===== src/rtl/muldiv_pkg.sv =====
// rtl/muldiv_pkg.sv - shared op and state encodings for the iterative multiply/divide unit
package muldiv_pkg;

  typedef enum logic [1:0] {
    MULT  = 2'b00,
    MULTU = 2'b01,
    DIV   = 2'b10,
    DIVU  = 2'b11
  } op_t;

  typedef enum logic [1:0] {
    IDLE = 2'b00,
    PREP = 2'b01,
    CALC = 2'b10,
    FIX  = 2'b11
  } state_t;

endpackage


===== src/rtl/muldiv_div_step.sv =====
// rtl/muldiv_div_step.sv - one combinational restoring-division iteration on {rem, quot}
module muldiv_div_step #(
  parameter int WIDTH = 32
) (
  input  logic [WIDTH-1:0] i_rem,
  input  logic [WIDTH-1:0] i_quot,
  input  logic [WIDTH-1:0] i_divisor,
  output logic [WIDTH-1:0] o_rem,
  output logic [WIDTH-1:0] o_quot
);

  logic [WIDTH:0]   w_shift;
  logic [WIDTH-1:0] w_diff;
  logic             w_fits;

  // The shifted remainder needs WIDTH+1 bits when the divisor uses the full width.
  assign w_shift = {i_rem, i_quot[WIDTH-1]};
  assign w_fits  = (w_shift >= {1'b0, i_divisor});
  assign w_diff  = w_shift[WIDTH-1:0] - i_divisor;

  assign o_rem  = w_fits ? w_diff : w_shift[WIDTH-1:0];
  assign o_quot = {i_quot[WIDTH-2:0], w_fits};

endmodule


===== src/rtl/iter_muldiv_unit.sv =====
// rtl/iter_muldiv_unit.sv - multi-cycle MULT/MULTU/DIV/DIVU unit with HI/LO registers
// Optional MULDIV_EARLY_TERM_EN: multiply leaves CALC once the remaining multiplier bits are zero.
module iter_muldiv_unit
  import muldiv_pkg::*;
#(
  parameter int WIDTH = 32,
  parameter int CNT_W = $clog2(WIDTH) + 1
) (
  input  logic             CLK,
  input  logic             RST,
  input  logic             start,
  input  logic [1:0]       op,
  input  logic [WIDTH-1:0] a,
  input  logic [WIDTH-1:0] b,
  output logic             busy,
  output logic             done,
  output logic [WIDTH-1:0] hi,
  output logic [WIDTH-1:0] lo,
  output logic             div_by_zero
);

  state_t           r_state;
  op_t              r_op;
  logic [WIDTH-1:0] r_a;
  logic [WIDTH-1:0] r_b;
  logic [WIDTH-1:0] r_opnd;
  logic [2*WIDTH:0] r_acc;
  logic [CNT_W-1:0] r_cnt;
  logic             r_psign;
  logic             r_rsign;
  logic             r_busy;
  logic             r_done;
  logic             r_dbz;
  logic [WIDTH-1:0] r_hi;
  logic [WIDTH-1:0] r_lo;

  logic               w_is_div;
  logic               w_is_signed;
  logic [WIDTH-1:0]   w_a_mag;
  logic [WIDTH-1:0]   w_b_mag;
  logic [WIDTH-1:0]   w_addend;
  logic [WIDTH:0]     w_upper_sum;
  logic [2*WIDTH:0]   w_mul_next;
  logic [WIDTH-1:0]   w_rem_n;
  logic [WIDTH-1:0]   w_quot_n;
  logic [2*WIDTH-1:0] w_prod;
  logic [2*WIDTH-1:0] w_prod_fix;
  logic [WIDTH-1:0]   w_rem_fix;
  logic [WIDTH-1:0]   w_quot_fix;
  logic               w_mul_exit;

  assign w_is_div    = r_op[1];
  assign w_is_signed = ~r_op[0];

  // Negating the most-negative value leaves its bit pattern, which reads as 2^(WIDTH-1) unsigned.
  assign w_a_mag = (w_is_signed && r_a[WIDTH-1]) ? -r_a : r_a;
  assign w_b_mag = (w_is_signed && r_b[WIDTH-1]) ? -r_b : r_b;

  // Multiply: r_acc = {carry, upper partial product, remaining multiplier bits}.
  assign w_addend    = r_acc[0] ? r_opnd : {WIDTH{1'b0}};
  assign w_upper_sum = r_acc[2*WIDTH:WIDTH] + {1'b0, w_addend};
  assign w_mul_next  = {1'b0, w_upper_sum, r_acc[WIDTH-1:1]};

  muldiv_div_step #(
    .WIDTH(WIDTH)
  ) u_div_step (
    .i_rem    (r_acc[2*WIDTH-1:WIDTH]),
    .i_quot   (r_acc[WIDTH-1:0]),
    .i_divisor(r_opnd),
    .o_rem    (w_rem_n),
    .o_quot   (w_quot_n)
  );

`ifdef MULDIV_EARLY_TERM_EN
  logic [WIDTH-1:0] w_left_mask;

  // Bits 1..r_cnt-1 of the low half are the multiplier bits still unshifted after this iteration.
  always_comb begin
    w_left_mask = {WIDTH{1'b0}};
    for (int i = 1; i < WIDTH; i++) begin
      w_left_mask[i] = (CNT_W'(i) < r_cnt);
    end
  end

  assign w_mul_exit = !w_is_div && ((r_acc[WIDTH-1:0] & w_left_mask) == {WIDTH{1'b0}});
  assign w_prod     = r_acc[2*WIDTH-1:0] >> r_cnt;
`else
  assign w_mul_exit = 1'b0;
  assign w_prod     = r_acc[2*WIDTH-1:0];
`endif

  assign w_prod_fix = r_psign ? -w_prod : w_prod;
  assign w_quot_fix = r_psign ? -r_acc[WIDTH-1:0] : r_acc[WIDTH-1:0];
  assign w_rem_fix  = r_rsign ? -r_acc[2*WIDTH-1:WIDTH] : r_acc[2*WIDTH-1:WIDTH];

  always_ff @(posedge CLK or posedge RST) begin
    if (RST) begin
      r_state <= IDLE;
      r_op    <= MULT;
      r_a     <= {WIDTH{1'b0}};
      r_b     <= {WIDTH{1'b0}};
      r_opnd  <= {WIDTH{1'b0}};
      r_acc   <= {(2*WIDTH+1){1'b0}};
      r_cnt   <= {CNT_W{1'b0}};
      r_psign <= 1'b0;
      r_rsign <= 1'b0;
      r_busy  <= 1'b0;
      r_done  <= 1'b0;
      r_dbz   <= 1'b0;
      r_hi    <= {WIDTH{1'b0}};
      r_lo    <= {WIDTH{1'b0}};
    end else begin
      r_done <= 1'b0;
      case (r_state)
        IDLE: begin
          if (start) begin
            r_op    <= op_t'(op);
            r_a     <= a;
            r_b     <= b;
            r_busy  <= 1'b1;
            r_dbz   <= 1'b0;
            r_state <= PREP;
          end
        end
        PREP: begin
          r_psign <= w_is_signed & (r_a[WIDTH-1] ^ r_b[WIDTH-1]);
          r_rsign <= w_is_signed & r_a[WIDTH-1];
          r_opnd  <= w_is_div ? w_b_mag : w_a_mag;
          r_acc   <= {{(WIDTH+1){1'b0}}, (w_is_div ? w_a_mag : w_b_mag)};
          r_cnt   <= CNT_W'(WIDTH);
          if (w_is_div && (r_b == {WIDTH{1'b0}})) begin
            r_dbz   <= 1'b1;
            r_state <= FIX;
          end else begin
            r_state <= CALC;
          end
        end
        CALC: begin
          r_acc <= w_is_div ? {1'b0, w_rem_n, w_quot_n} : w_mul_next;
          r_cnt <= r_cnt - CNT_W'(1);
          if ((r_cnt == CNT_W'(1)) || w_mul_exit) begin
            r_state <= FIX;
          end
        end
        FIX: begin
          if (r_dbz) begin
            r_hi <= r_a;
            r_lo <= {WIDTH{1'b1}};
          end else if (w_is_div) begin
            r_hi <= w_rem_fix;
            r_lo <= w_quot_fix;
          end else begin
            r_hi <= w_prod_fix[2*WIDTH-1:WIDTH];
            r_lo <= w_prod_fix[WIDTH-1:0];
          end
          r_done  <= 1'b1;
          r_busy  <= 1'b0;
          r_state <= IDLE;
        end
        default: r_state <= IDLE;
      endcase
    end
  end

  assign busy        = r_busy;
  assign done        = r_done;
  assign hi          = r_hi;
  assign lo          = r_lo;
  assign div_by_zero = r_dbz;

endmodule


===== config.mk =====
export PLATFORM = sky130hd
export DESIGN_NAME = iter_muldiv_unit
export DESIGN_NICKNAME = d
export VERILOG_FILES = /design/src/rtl/muldiv_pkg.sv /design/src/rtl/muldiv_div_step.sv /design/src/rtl/iter_muldiv_unit.sv
export SDC_FILE = /design/constraint.sdc
export NUM_CORES = 1
export LEC_CHECK = 0
export ABC_AREA = 1
export CAP_MARGIN = 10
export CORE_AREA = 10 10 193 286
export CTS_BUF_LIST = sky130_fd_sc_hd__clkbuf_4 sky130_fd_sc_hd__clkbuf_8 sky130_fd_sc_hd__clkbuf_16
export DETAILED_ROUTE_END_ITERATION = 7
export DIE_AREA = 0 0 203 296
export GPL_TIMING_DRIVEN = 0
export PLACE_DENSITY = 0.63
export SLEW_MARGIN = 5
export SYNTH_ARGS = -nofsm -noshare
export SYNTH_HDL_FRONTEND = slang
export SYNTH_SLANG_ARGS = --single-unit

===== constraint.sdc =====
create_clock -name CLK -period 10.2 [get_ports CLK]
set_clock_uncertainty 0.2 [all_clocks]
set_input_delay 1.02 -clock CLK [delete_from_list [all_inputs] [get_ports CLK]]
set_output_delay 1.02 -clock CLK [all_outputs]
set_load 0.01 [all_outputs]

Word level (Yosys, flattened, before mapping)
Index checks and enable logic that the tools add are counted.
Word-level totals
  input port bits: 69
  logic and storage cells: 72
  output and inout port bits: 67
  register bits: 240
Operators by class
  bitwise gates (word level): 4
  equal/unequal tests: 7
  $add $sub $neg: 8
  $lt $le $gt $ge: 1
  mux-type cells: 26
  reductions and logical operators: 12
Operator list (count)
  2-to-1 mux 32 bit: 12
  one-hot mux 65 bit (2 select lines): 1
  2-to-1 mux 64 bit: 2
  negator 32 bit: 4
  negator 64 bit: 1
  adder 33 x 32 -> 33 bit: 1
  >= comparator 33 x 32 -> 1 bit: 1
  zero test 32 bit: 1
  subtractor 32 bit: 1
  one-hot mux 6 bit (2 select lines): 1
  one-hot mux 2 bit (4 select lines): 1
  equality test 6 x 1 -> 1 bit (second input constant): 1
  inequality test 2 bit (second input constant): 3
  AND reduction 2 bit: 3
  nonzero test 2 bit: 3
  subtractor 6 x 1 -> 6 bit (second input constant): 1
  2-to-1 mux 1 bit: 5
  equality test 2 bit (second input constant): 2
  2-to-1 mux 2 bit: 2
  one-hot mux 1 bit (2 select lines): 2
  logical AND 1 bit: 3
  AND reduction 3 bit: 1
  AND 1 bit: 2
  equality test 2 x 1 -> 1 bit (second input constant): 1
  other kinds (3): 3

Logic depth before layout (Yosys ltp)
Gate-level depths: netlist of the first run.
  word-level depth: 5
  mapped depth: 22
  gate-level depth less buffers: 20

Modules after synthesis
Synthesis of the first run repeated with hierarchy kept, for this count alone.
Unflattened totals
  cell total of the unflattened synthesis: 3455
  area, all modules: 21021.4 um^2
Modules (own cells, without submodules)
  iter_muldiv_unit: times used 1, seq. area each 5980.7 um^2, area an instance 17588.1 um^2, cells an instance 2771
  muldiv_div_step: times used 1, seq. area each 0.0 um^2, area an instance 3433.3 um^2, cells an instance 684

Least setup slack after synthesis of the first run
Ideal clock, no wire load.
  path kind: register -> register
  from: reg r_acc[0]
  to: reg r_acc[53]
  setup time: 0.116 ns
  path slack: 7.435 ns
  period minus slack after synthesis: 2.765 ns
  data required time: 9.884 ns
  buffers on the path: 2
  data arrival time: 2.448 ns
  stages on the path, launching flop included: 22
  cells stage by stage: dfrtp_1 buf_2 clkbuf_1 nand2_1 inv_1 ha_1 inv_1 fa_1 inv_1 nand2_1 o21ai_1 nand2_1 nand2_1 nand2_1 nand2_1 nand2_1 nand3_1 nand3_1 nand2_1 inv_1 nand2_1 nand2_1
On the way
  word-level cells in the longest chain between the ends: 4
Ends and longest elaborated chain
  start: declaration: RTL line iter_muldiv_unit.sv:27  | logic [2*WIDTH:0] r_acc;
  start signal: assignment: RTL line iter_muldiv_unit.sv:103  | r_acc <= {(2*WIDTH+1){1'b0}};
  start signal: assignment: RTL line iter_muldiv_unit.sv:129  | r_acc <= {{(WIDTH+1){1'b0}}, (w_is_div ? w_a_mag : w_b_mag)};
  start signal: assignment: RTL line iter_muldiv_unit.sv:139  | r_acc <= w_is_div ? {1'b0, w_rem_n, w_quot_n} : w_mul_next;
  2-to-1 mux 32 bit: RTL line iter_muldiv_unit.sv:60  | assign w_addend = r_acc[0] ? r_opnd : {WIDTH{1'b0}};
  adder 33 x 32 -> 33 bit: RTL line iter_muldiv_unit.sv:61  | assign w_upper_sum = r_acc[2*WIDTH:WIDTH] + {1'b0, w_addend};
  2-to-1 mux 64 bit: RTL line iter_muldiv_unit.sv:139
  one-hot mux 65 bit (2 select lines): RTL line iter_muldiv_unit.sv:114  | case (r_state)
No other way between the ends. The select of a mux whose other input is x is not followed.
A chain may end at the register's enable or synchronous reset.

Final worst setup path of the first run
  from: reg r_acc[0]
  to: reg r_acc[63]
The elaborated chain is that of the path after synthesis.

==> results of run 1 <==
[worst max-delay path: stages, from the launching register on]
cell      delay [ns]
dfrtp_1         0.31
buf_2           0.22
clkbuf_1        0.48
nand2_1         0.12
inv_1           0.09
ha_1            0.20
inv_1           0.09
fa_1            0.36
inv_1           0.14
nand2_1         0.09
o21ai_1         0.35
inv_1           0.16
o21ai_1         0.32
nand2_1         0.15
nand3_1         0.12
nand2_1         0.06
inv_1           0.06
o21ai_0         0.14
inv_1           0.11
nand2_1         0.05
nand2_1         0.05
[final timing paths]
kind	from	to
min in group asynchronous	RST	lo[18]
min reg2reg	hi[6]	hi[6]
min	hi[6]	hi[6]
max	r_acc[0]	r_acc[63]
max reg2reg	r_acc[0]	r_acc[63]
max in group asynchronous	RST	r_b[5]
[layer usage]
metal	track usage (%)	up-vias	part of all wire [%]
li1	-	11000	-
met2	53.7	954	47
met1	35.6	10800	38
met5	0	-	0
met3	5.03	316	6.6
met4	24.4	0	8.8
[state kept, by name (all words and copies together) (netlist names)]
signal       cells
r_a             32
r_acc           64
hi              32
r_b             32
div_by_zero      1
r_cnt            6
r_opnd          32
r_rsign          1
r_state          2
busy             1
done             1
r_psign          1
r_op             2
lo              32
[cell type report]
type | count | area (um2)
tap | 669 | 837
multi-input combinational | 2500 | 12200
clock buffer | 40 | 840
fill | 5505 | 26700
sequential | 239 | 5980
timing repair buffer | 137 | 1410
inverter | 449 | 1690
clock inverter | 11 | 128
buffer | 111 | 460
[per-stage QoR]
step	cells	power [mW]	TNS, ns	cell area (um2)	hold slack (ns)
floorplan	3299	5.16	0	20300	0.249
global placement	4103	7.53	-230.34	22500	0.265
detailed placement	4105	7.54	0	22500	0.266
CTS	4156	8.64	0	23500	0.283
global route	4156	9.33	0	23500	0.300
finish	4156	8.80	0	23500	0.278
[synthesized netlist by cell type (all sizes together)]
cell and instances:
or2 6, nor3 33, buf 34, nor4 5
nand3 293, o2111ai 1, a21o 2, a21oi 186
o211ai 31, o32ai 2, clkbuf 77, xor2 42
a221o 1, inv 445, o21a 2, clkinv 4
a22oi 12, o21bai 13, a211o 1, nand4 54
o22ai 12, o21ai 224, a21boi 1, o221ai 14
dfrtp 239, a31oi 30, nand2b 1, ha 74
o31ai 5, nor3b 1, and2 2, xnor2 12
nand2 1059, nor2 363, o22a 1, fa 2
nand3b 15
[cells by family after synthesis]
| kind of cell | Yosys count | synth area share [%] |
|---|---|---|
| fa+ha+maj | 76 | 4.76 |
| simple gates | 1832 | 37.9 |
| xor+xnor | 54 | 2.33 |
| flops | 239 | 29.5 |
| compound gates | 538 | 14.9 |
| buf+inv | 560 | 10.6 |
[where the power goes]
group | internal [mW] | switching [mW] | leakage, nW
registers | 1.38 | 0.511 | 2.93
logic | 1.69 | 4.14 | 8.25
clock network | 0.626 | 0.447 | 0.481
total | 3.70 | 5.10 | 11.7
==> flow_metrics.py, run 1 <==
metrics = {
    "placed_design": {
        "dp_hpwl_um": 81400,
        "port_buffers": 135,
        "gp_congestion": 1.06,
        "dpl_worst_slack_ns": 6.30,
    },
    "worst_hold_path": {
        "hold_path_class": "flop to flop",
        "hold_depth": 2,
    },
    "yosys": {
        "synth.largest_area_cell": "dfrtp_1",
        "ys_ff_latch": 239,
        "netlist_area_um2": 20300,
        "yosysWarnings": 0,
        "avgSynthCellArea_um2": 6.15,
        "yosysTopAreaCellShare_pct": 29.5,
        "syn_nets": 3444,
        "synthTopCellsByArea": "dfrtp_1 (29%), nand2_1 (19%), inv_1 (8.1%), nand3_1 (7.1%), nor2_1 (6.3%)",
        "synth-seq-area-share_pct": 29.5,
        "synth.distinct_cells": 55,
        "synthCells": 3299,
    },
    "final_layout": {
        "fin_util_pct": 46.8,
        "final_common_cell": "nand2_1",
        "layout-area-overhead-vs-synth_pct": 15.9,
        "num_antenna_cells": 0,
        "final_cell_mix": "nand2_1 (1051), inv_1 (436), nor2_1 (339)",
        "nNetsFinal": 3611,
        "drive_gt1_share_pct": 3.81,
    },
    "setup_path": {
        "arrival_ns": 4.25,
        "cp-start-kind": "flop",
        "ff2ff_path_depth": 20,
        "r2r_setup_slack_ns": 6.26,
        "critical_path_class": "flop to flop",
        "critPathMaxFanout": 10,
        "end_kind": "flop",
        "cp.required_ns": 10.51,
    },
    "clock_tree": {
        "clk_pin_slew_ns": 0.06,
        "cts.sinks": 239,
        "cts_resized": 0,
        "post-cts-setup-buffers": 0,
        "cts_hold_buf": 0,
        "clockBufferDepth": 3,
        "numCtsBuffers": 28,
        "root_buffer": "clkbuf_16",
        "cts_max_level": 1,
        "cts_tree": "built",
        "clkLatencyLatePin_ns": 0.59,
    },
    "timing": {
        "layout_min_cycle_time_ns": 3.94,
        "tightest_slew_ns": 1.08,
        "final_hold_viol_count": 0,
        "setup_ws_ns": 6.26,
        "slew_headroom_pct": 27.7,
        "rsz0062_at_grt": "no",
        "finalCritPeriodShare_pct": 38.6,
        "slew_viol_final": 0,
        "fmax_mhz": 254,
        "setup_violations": 0,
    },
    "grt": {
        "grt_max_degree": 111,
        "grt_pass1_wl_um": 143000,
        "antenna_found_initial": 1,
        "grt.total_usage_pct": 31.8,
        "overflow": 0,
        "grt_pass1_vias": 22500,
    },
    "floorplanning": {
        "rows": 101,
        "fp.dieH_um": 296,
        "die_width_um": 203,
        "fp.dieArea_um2": 60100,
        "io_pins": 136,
        "start_util_pct": 40.4,
        "core_area_um2": 50200,
    },
    "routing": {
        "num_vias": 23100,
        "dr.pass1.iters": 6,
        "ant_nets": 0,
        "wl_per_cell_um": 23.6,
        "drt_iter0_markers": 2042,
        "viasPerCell": 5.56,
        "wl_um": 98000,
        "drc": 0,
    },
    "power": {
        "power_density_nw_per_um2": 374,
        "ir_worst_vdd_mv": 0.185,
        "power.leakage_nw": 11.7,
    },
    "outcome": {
        "status": "completed",
    },
    "job": {
        "max_cap_viol_count": 0,
    },
}
Note: power is estimated with default switching activity, not from simulation.
==> run 2, diff against run 1 <==
==> constraint.sdc (replaced) <==
create_clock -name CLK -period 4 [get_ports CLK]
set_clock_uncertainty 0.2 [all_clocks]
set_input_delay 0.4 -clock CLK [delete_from_list [all_inputs] [get_ports CLK]]
set_output_delay 0.4 -clock CLK [all_outputs]
set_load 0.01 [all_outputs]
==> run 2 against run 1 <==
  * Clock-buffer cell count shrank 4
  * Critical path type unchanged
  * Setup slack got worse by 5.9 ns
  * Wire length increased by 2.3%
  * Via count increased by 0.83%
  * Non-clock buffer count up 3
  * Sequential cell count unchanged
  * Register-to-register slack got worse by 5.9 ns
  * Die area unchanged
==> flow_metrics.py, run 2 (same netlist as run 1, synthesis figures left out) <==
metrics = {
    "outcome": {
        "status": "completed",
    },
    "timing": {
        "tightest_slew_ns": 1.14,
        "tns_ns": 0,
        "rsz0062_at_grt": "no",
        "fmax_mhz": 276,
        "slew_headroom_pct": 23.8,
        "final_hold_viol_count": 0,
        "setup_violations": 0,
        "layout_min_cycle_time_ns": 3.62,
        "finalCritPeriodShare_pct": 90.4,
        "slew_viol_final": 0,
        "fin_hold_ws_ns": 0.0785,
    },
    "final_layout": {
        "nFillCells": 5582,
        "multi_input_area_um2": 12200,
        "fin_cells": 4158,
        "final_cell_mix": "nand2_1 (1051), inv_1 (436), nor2_1 (339)",
        "nNetsFinal": 3613,
        "layout-area-overhead-vs-synth_pct": 15.7,
        "top_register": "r_acc",
        "final_common_cell": "nand2_1",
        "seq_area_um2": 5980,
        "drive_gt1_share_pct": 3.87,
        "largest_reg_flops": 64,
    },
    "clock_tree": {
        "cts_hold_buf": 0,
        "cts_tree": "built",
        "clk_pin_slew_ns": 0.07,
        "post-cts-setup-buffers": 0,
        "cts.sinks": 239,
        "cts_resized": 0,
        "root_buffer": "clkbuf_16",
        "numCtsBuffers": 27,
        "clkLatencyLatePin_ns": 0.60,
        "clockBufferDepth": 3,
        "cts_max_level": 1,
    },
    "routing": {
        "viasPerCell": 5.61,
        "wl_per_cell_um": 24.1,
        "dr.pass1.iters": 8,
        "drc": 0,
        "wl_um": 100000,
        "drt_iter0_markers": 1948,
        "ant_nets": 0,
        "num_vias": 23300,
    },
    "grt": {
        "grt_pass1_wl_um": 146000,
        "antenna_found_initial": 4,
        "grt_max_degree": 42,
        "overflow": 0,
        "grt.total_usage_pct": 32.6,
        "grt_pass1_vias": 22600,
    },
    "power": {
        "power_density_nw_per_um2": 956,
        "power.leakage_nw": 11.6,
        "ir_worst_vdd_mv": 0.457,
        "fin_total_pwr_mw": 22.4,
    },
    "setup_path": {
        "end_kind": "flop",
        "cpMaxStageDelayCell": "fa_1",
        "ff2ff_path_depth": 18,
        "cp.required_ns": 4.32,
        "cpPeakStageDelay_ns": 0.37,
        "arrival_ns": 3.94,
        "critPathMaxFanout": 16,
        "critical_path_class": "flop to flop",
        "crit_top_cell": "nand2_1",
        "r2r_setup_slack_ns": 0.38,
        "crit_chain": "buf_2 -> nand2_1 -> inv_1 -> ha_1 -> inv_1 -> fa_1 -> inv_1 -> nand2_1 -> o21ai_1 -> nand2_1 -> nand2_1 -> nand2_1 -> nand2_1 -> xor2_1 -> nor2_1 -> nor2_1 -> nand3_1 -> nand2_1",
        "r2r_end": "r_acc[45]",
        "r2r_start": "r_acc[0]",
        "cp-start-kind": "flop",
    },
    "floorplanning": {
        "fp.dieArea_um2": 60100,
        "core_area_um2": 50200,
        "fp.dieH_um": 296,
        "start_util_pct": 40.4,
        "rows": 101,
        "io_pins": 136,
        "die_width_um": 203,
    },
    "placed_design": {
        "port_buffers": 135,
        "gp_congestion": 1.04,
        "dp_hpwl_um": 83600,
        "place_inst": 4109,
    },
    "job": {
        "max_cap_viol_count": 0,
    },
    "worst_hold_path": {
        "hold_path_class": "primary input to async pin",
    },
}
[run 2: how the worst max path moves through the flow]
stage	start	to	slack, ns	cells past startpoint
global route	r_acc[0]	r_acc[63]	0.14	19
finish	r_acc[0]	r_acc[45]	0.38	18
floorplan	RST	busy	0.27	1
global placement	RST	r_b[6]	-1.71	2
detailed placement	r_acc[0]	r_acc[45]	0.10	19
CTS	r_acc[0]	r_acc[45]	0.04	19
[run 2: per-stage QoR]
step                      util, %  instance area, um2  setup slack (ns)
after floorplan                 -               20300             0.266
after global placement       44.8               22500             -1.71
after detailed placement     45.0               22600             0.104
after CTS                    46.8               23500            0.0445
after global routing         46.7               23500             0.145
final                        46.8               23500             0.383
[run 2: final cells by class]
type,count,area share (%)
Antenna cell,1,0.0107
Timing Repair Buffer,141,6.27
Sequential cell,239,25.5
Buffer,110,1.95
Tap cell,669,3.57
Inverter,449,7.21
Multi-Input combinational cell,2500,51.8
Clock buffer,36,3.25
Clock inverter,13,0.443
[run 2: power by group]
part	total, mW	internal (mW)	switching (mW)	leakage, nW
registers	4.89	3.51	1.38	2.93
clock network	2.51	1.36	1.15	0.439
logic	15.0	4.32	10.7	8.27
[run 2: worst max-delay path, delay by kind of cell (launching register included)]
family | cells | cell delay, ns
compound gates | 1 | 0.34
buf+inv | 4 | 0.65
fa+ha+maj | 2 | 0.57
flops | 1 | 0.33
xor+xnor | 1 | 0.24
simple gates | 10 | 1.19
[run 2: layer usage]
metal / vias to the layer above / GRT usage (%) / wire [um]
li1: 11000 / - / -
met1: 11100 / 36.7 / 37800
met2: 950 / 56.1 / 48300
met3: 299 / 4.80 / 6280
met4: 6 / 22.3 / 7710
met5: - / 0 / 38
==> run 3, diff against run 2 <==
--- a/config.mk
+++ b/config.mk
@@ -13,6 +13,7 @@
 export DIE_AREA = 0 0 203 296
 export GPL_TIMING_DRIVEN = 0
 export PLACE_DENSITY = 0.63
+export RECOVER_POWER = 50
 export SLEW_MARGIN = 5
 export SYNTH_ARGS = -nofsm -noshare
 export SYNTH_HDL_FRONTEND = slang
==> run 3 against run 2 <==
  * Largest cell class unchanged
  * Clock-buffer cell count is the same
  * Highest routed layer unchanged
  * Register-to-register slack is essentially flat
  * The flow now finishes with violations (max-capacitance violations, max-slew violations)
  * Combinational power is essentially flat
==> flow_metrics.py, run 3 (same netlist as run 1, synthesis figures left out) <==
metrics = {
    "outcome": {
        "status": "finished with violations",
        "violations": "max-capacitance violations, max-slew violations",
    },
    "setup_path": {
        "crit_chain": "buf_2 -> nand2_1 -> inv_1 -> ha_1 -> inv_1 -> fa_1 -> inv_1 -> nand2_1 -> o21ai_1 -> nand2_1 -> nand2_1 -> nand2_1 -> nand2_1 -> xor2_1 -> nor2_1 -> nor2_1 -> nand3_1 -> nand2_1",
        "cp.required_ns": 4.32,
        "r2r_start": "r_acc[0]",
        "arrival_ns": 3.93,
        "cpPeakStageDelay_ns": 0.37,
        "cp-start-kind": "flop",
        "crit_top_cell": "nand2_1",
        "critical_path_class": "flop to flop",
        "r2r_setup_slack_ns": 0.39,
        "critPathMaxFanout": 16,
        "r2r_end": "r_acc[45]",
        "cpMaxStageDelayCell": "fa_1",
        "end_kind": "flop",
        "ff2ff_path_depth": 18,
    },
    "clock_tree": {
        "clockBufferDepth": 3,
        "cts.sinks": 239,
        "numCtsBuffers": 27,
        "cts_resized": 0,
        "clkLatencyLatePin_ns": 0.60,
        "clk_pin_slew_ns": 0.07,
        "post-cts-setup-buffers": 0,
        "cts_tree": "built",
        "cts_hold_buf": 0,
        "root_buffer": "clkbuf_16",
        "cts_max_level": 1,
    },
    "grt": {
        "grt_max_degree": 42,
        "grt.total_usage_pct": 32.6,
        "grt_pass1_vias": 22600,
        "grt_pass1_wl_um": 146000,
        "overflow": 0,
        "antenna_found_initial": 4,
    },
    "placed_design": {
        "dpl_cell_area_um2": 22600,
        "dp_hpwl_um": 83600,
        "port_buffers": 135,
        "gp_congestion": 1.04,
        "dpl_worst_slack_ns": 0.104,
        "place_inst": 4109,
    },
    "worst_hold_path": {
        "min_to": "r_b[27]",
        "hold_start": "b[27]",
        "hold_path_class": "primary input to flop",
        "hold_depth": 3,
    },
    "routing": {
        "viasPerCell": 5.59,
        "ant_nets": 0,
        "num_vias": 23200,
        "wl_per_cell_um": 24.1,
        "wl_um": 100000,
        "drc": 0,
        "dr.pass1.iters": 6,
        "drt_iter0_markers": 1937,
    },
    "timing": {
        "final_hold_viol_count": 0,
        "tns_ns": 0,
        "setup_ws_ns": 0.391,
        "layout_min_cycle_time_ns": 3.61,
        "setup_violations": 0,
        "slew_viol_final": 103,
        "slew_headroom_pct": -17.0,
        "rsz0062_at_grt": "no",
        "tightest_slew_ns": 1.75,
        "fmax_mhz": 277,
        "finalCritPeriodShare_pct": 90.2,
    },
    "floorplanning": {
        "rows": 101,
        "fp.dieH_um": 296,
        "start_util_pct": 40.4,
        "core_area_um2": 50200,
        "fp.dieArea_um2": 60100,
        "io_pins": 136,
        "die_width_um": 203,
    },
    "power": {
        "internal_power_mw": 9.13,
        "p_switching_mw": 13.2,
        "p_clk_share_pct": 11.2,
        "ir_worst_vdd_mv": 0.450,
        "p_comb_share_pct": 66.9,
        "power_density_nw_per_um2": 954,
        "power.leakage_nw": 11.7,
        "p_sw_share_pct": 59.1,
        "seqPwrFrac_pct": 21.9,
    },
    "final_layout": {
        "seq_area_um2": 5980,
        "fin_util_pct": 46.7,
        "nFillCells": 5585,
        "drive_gt1_share_pct": 3.78,
        "final_cell_mix": "nand2_1 (1051), inv_1 (436), nor2_1 (339)",
        "final_common_cell": "nand2_1",
        "fin_cells": 4158,
        "top_register": "r_acc",
        "nNetsFinal": 3613,
        "largest_reg_flops": 64,
        "multi_input_area_um2": 12200,
        "final_area_um2": 23400,
        "layout-area-overhead-vs-synth_pct": 15.5,
    },
    "job": {
        "max_cap_viol_count": 3,
    },
}
[run 3: metrics by stage]
stage / total power, mW / hold slack, ns
final: 22.3 / 0.163
after global routing: 23.7 / 0.183
after CTS: 22.0 / 0.0870
after detailed placement: 19.4 / 0.265
after global placement: 19.3 / 0.265
after floorplan: 13.1 / 0.249
[run 3: cell type report]
cell class	instances	share of cell area, %
multi-input combinational	2500	51.9
buffer	110	1.94
antenna	1	0.0107
tap	669	3.57
timing repair buffer	141	6.15
clock buffer	36	3.25
sequential	239	25.5
inverter	449	7.21
clock inverter	13	0.443
[run 3: worst max-delay path, delay by kind of cell (launching register included)]
family	cells	cell delay (ns)
compound gates	1	0.34
xor+xnor	1	0.23
fa+ha+maj	2	0.57
buf+inv	4	0.65
flops	1	0.33
simple gates	10	1.19
[run 3: worst max-delay path by stage]
stage               cells past startpoint          to  slack (ns)  startpoint
global route                            4  r_opnd[18]        0.13         RST
finish                                 18   r_acc[45]        0.39    r_acc[0]
detailed placement                     19   r_acc[45]        0.10    r_acc[0]
global placement                        2      r_b[6]       -1.71         RST
CTS                                    19   r_acc[45]        0.04    r_acc[0]
floorplan                               1        busy        0.27         RST
[run 3: routing by layer]
metal | track usage (%) | wire [um] | up-vias
met5 | 0 | 41 | -
met4 | 22.3 | 7530 | 6
met3 | 4.80 | 6320 | 283
met2 | 56.1 | 48400 | 932
met1 | 36.7 | 37800 | 11000
li1 | - | - | 11000
[run 3: power groups by stage]
stage	Clock, mW	Sequential (mW)	Combinational (mW)
floorplan	0	4.39	8.76
global placement	0	4.85	14.5
detailed placement	0	4.86	14.6
CTS	2.53	4.83	14.6
global route	2.61	4.97	16.1
finish	2.51	4.89	15.0
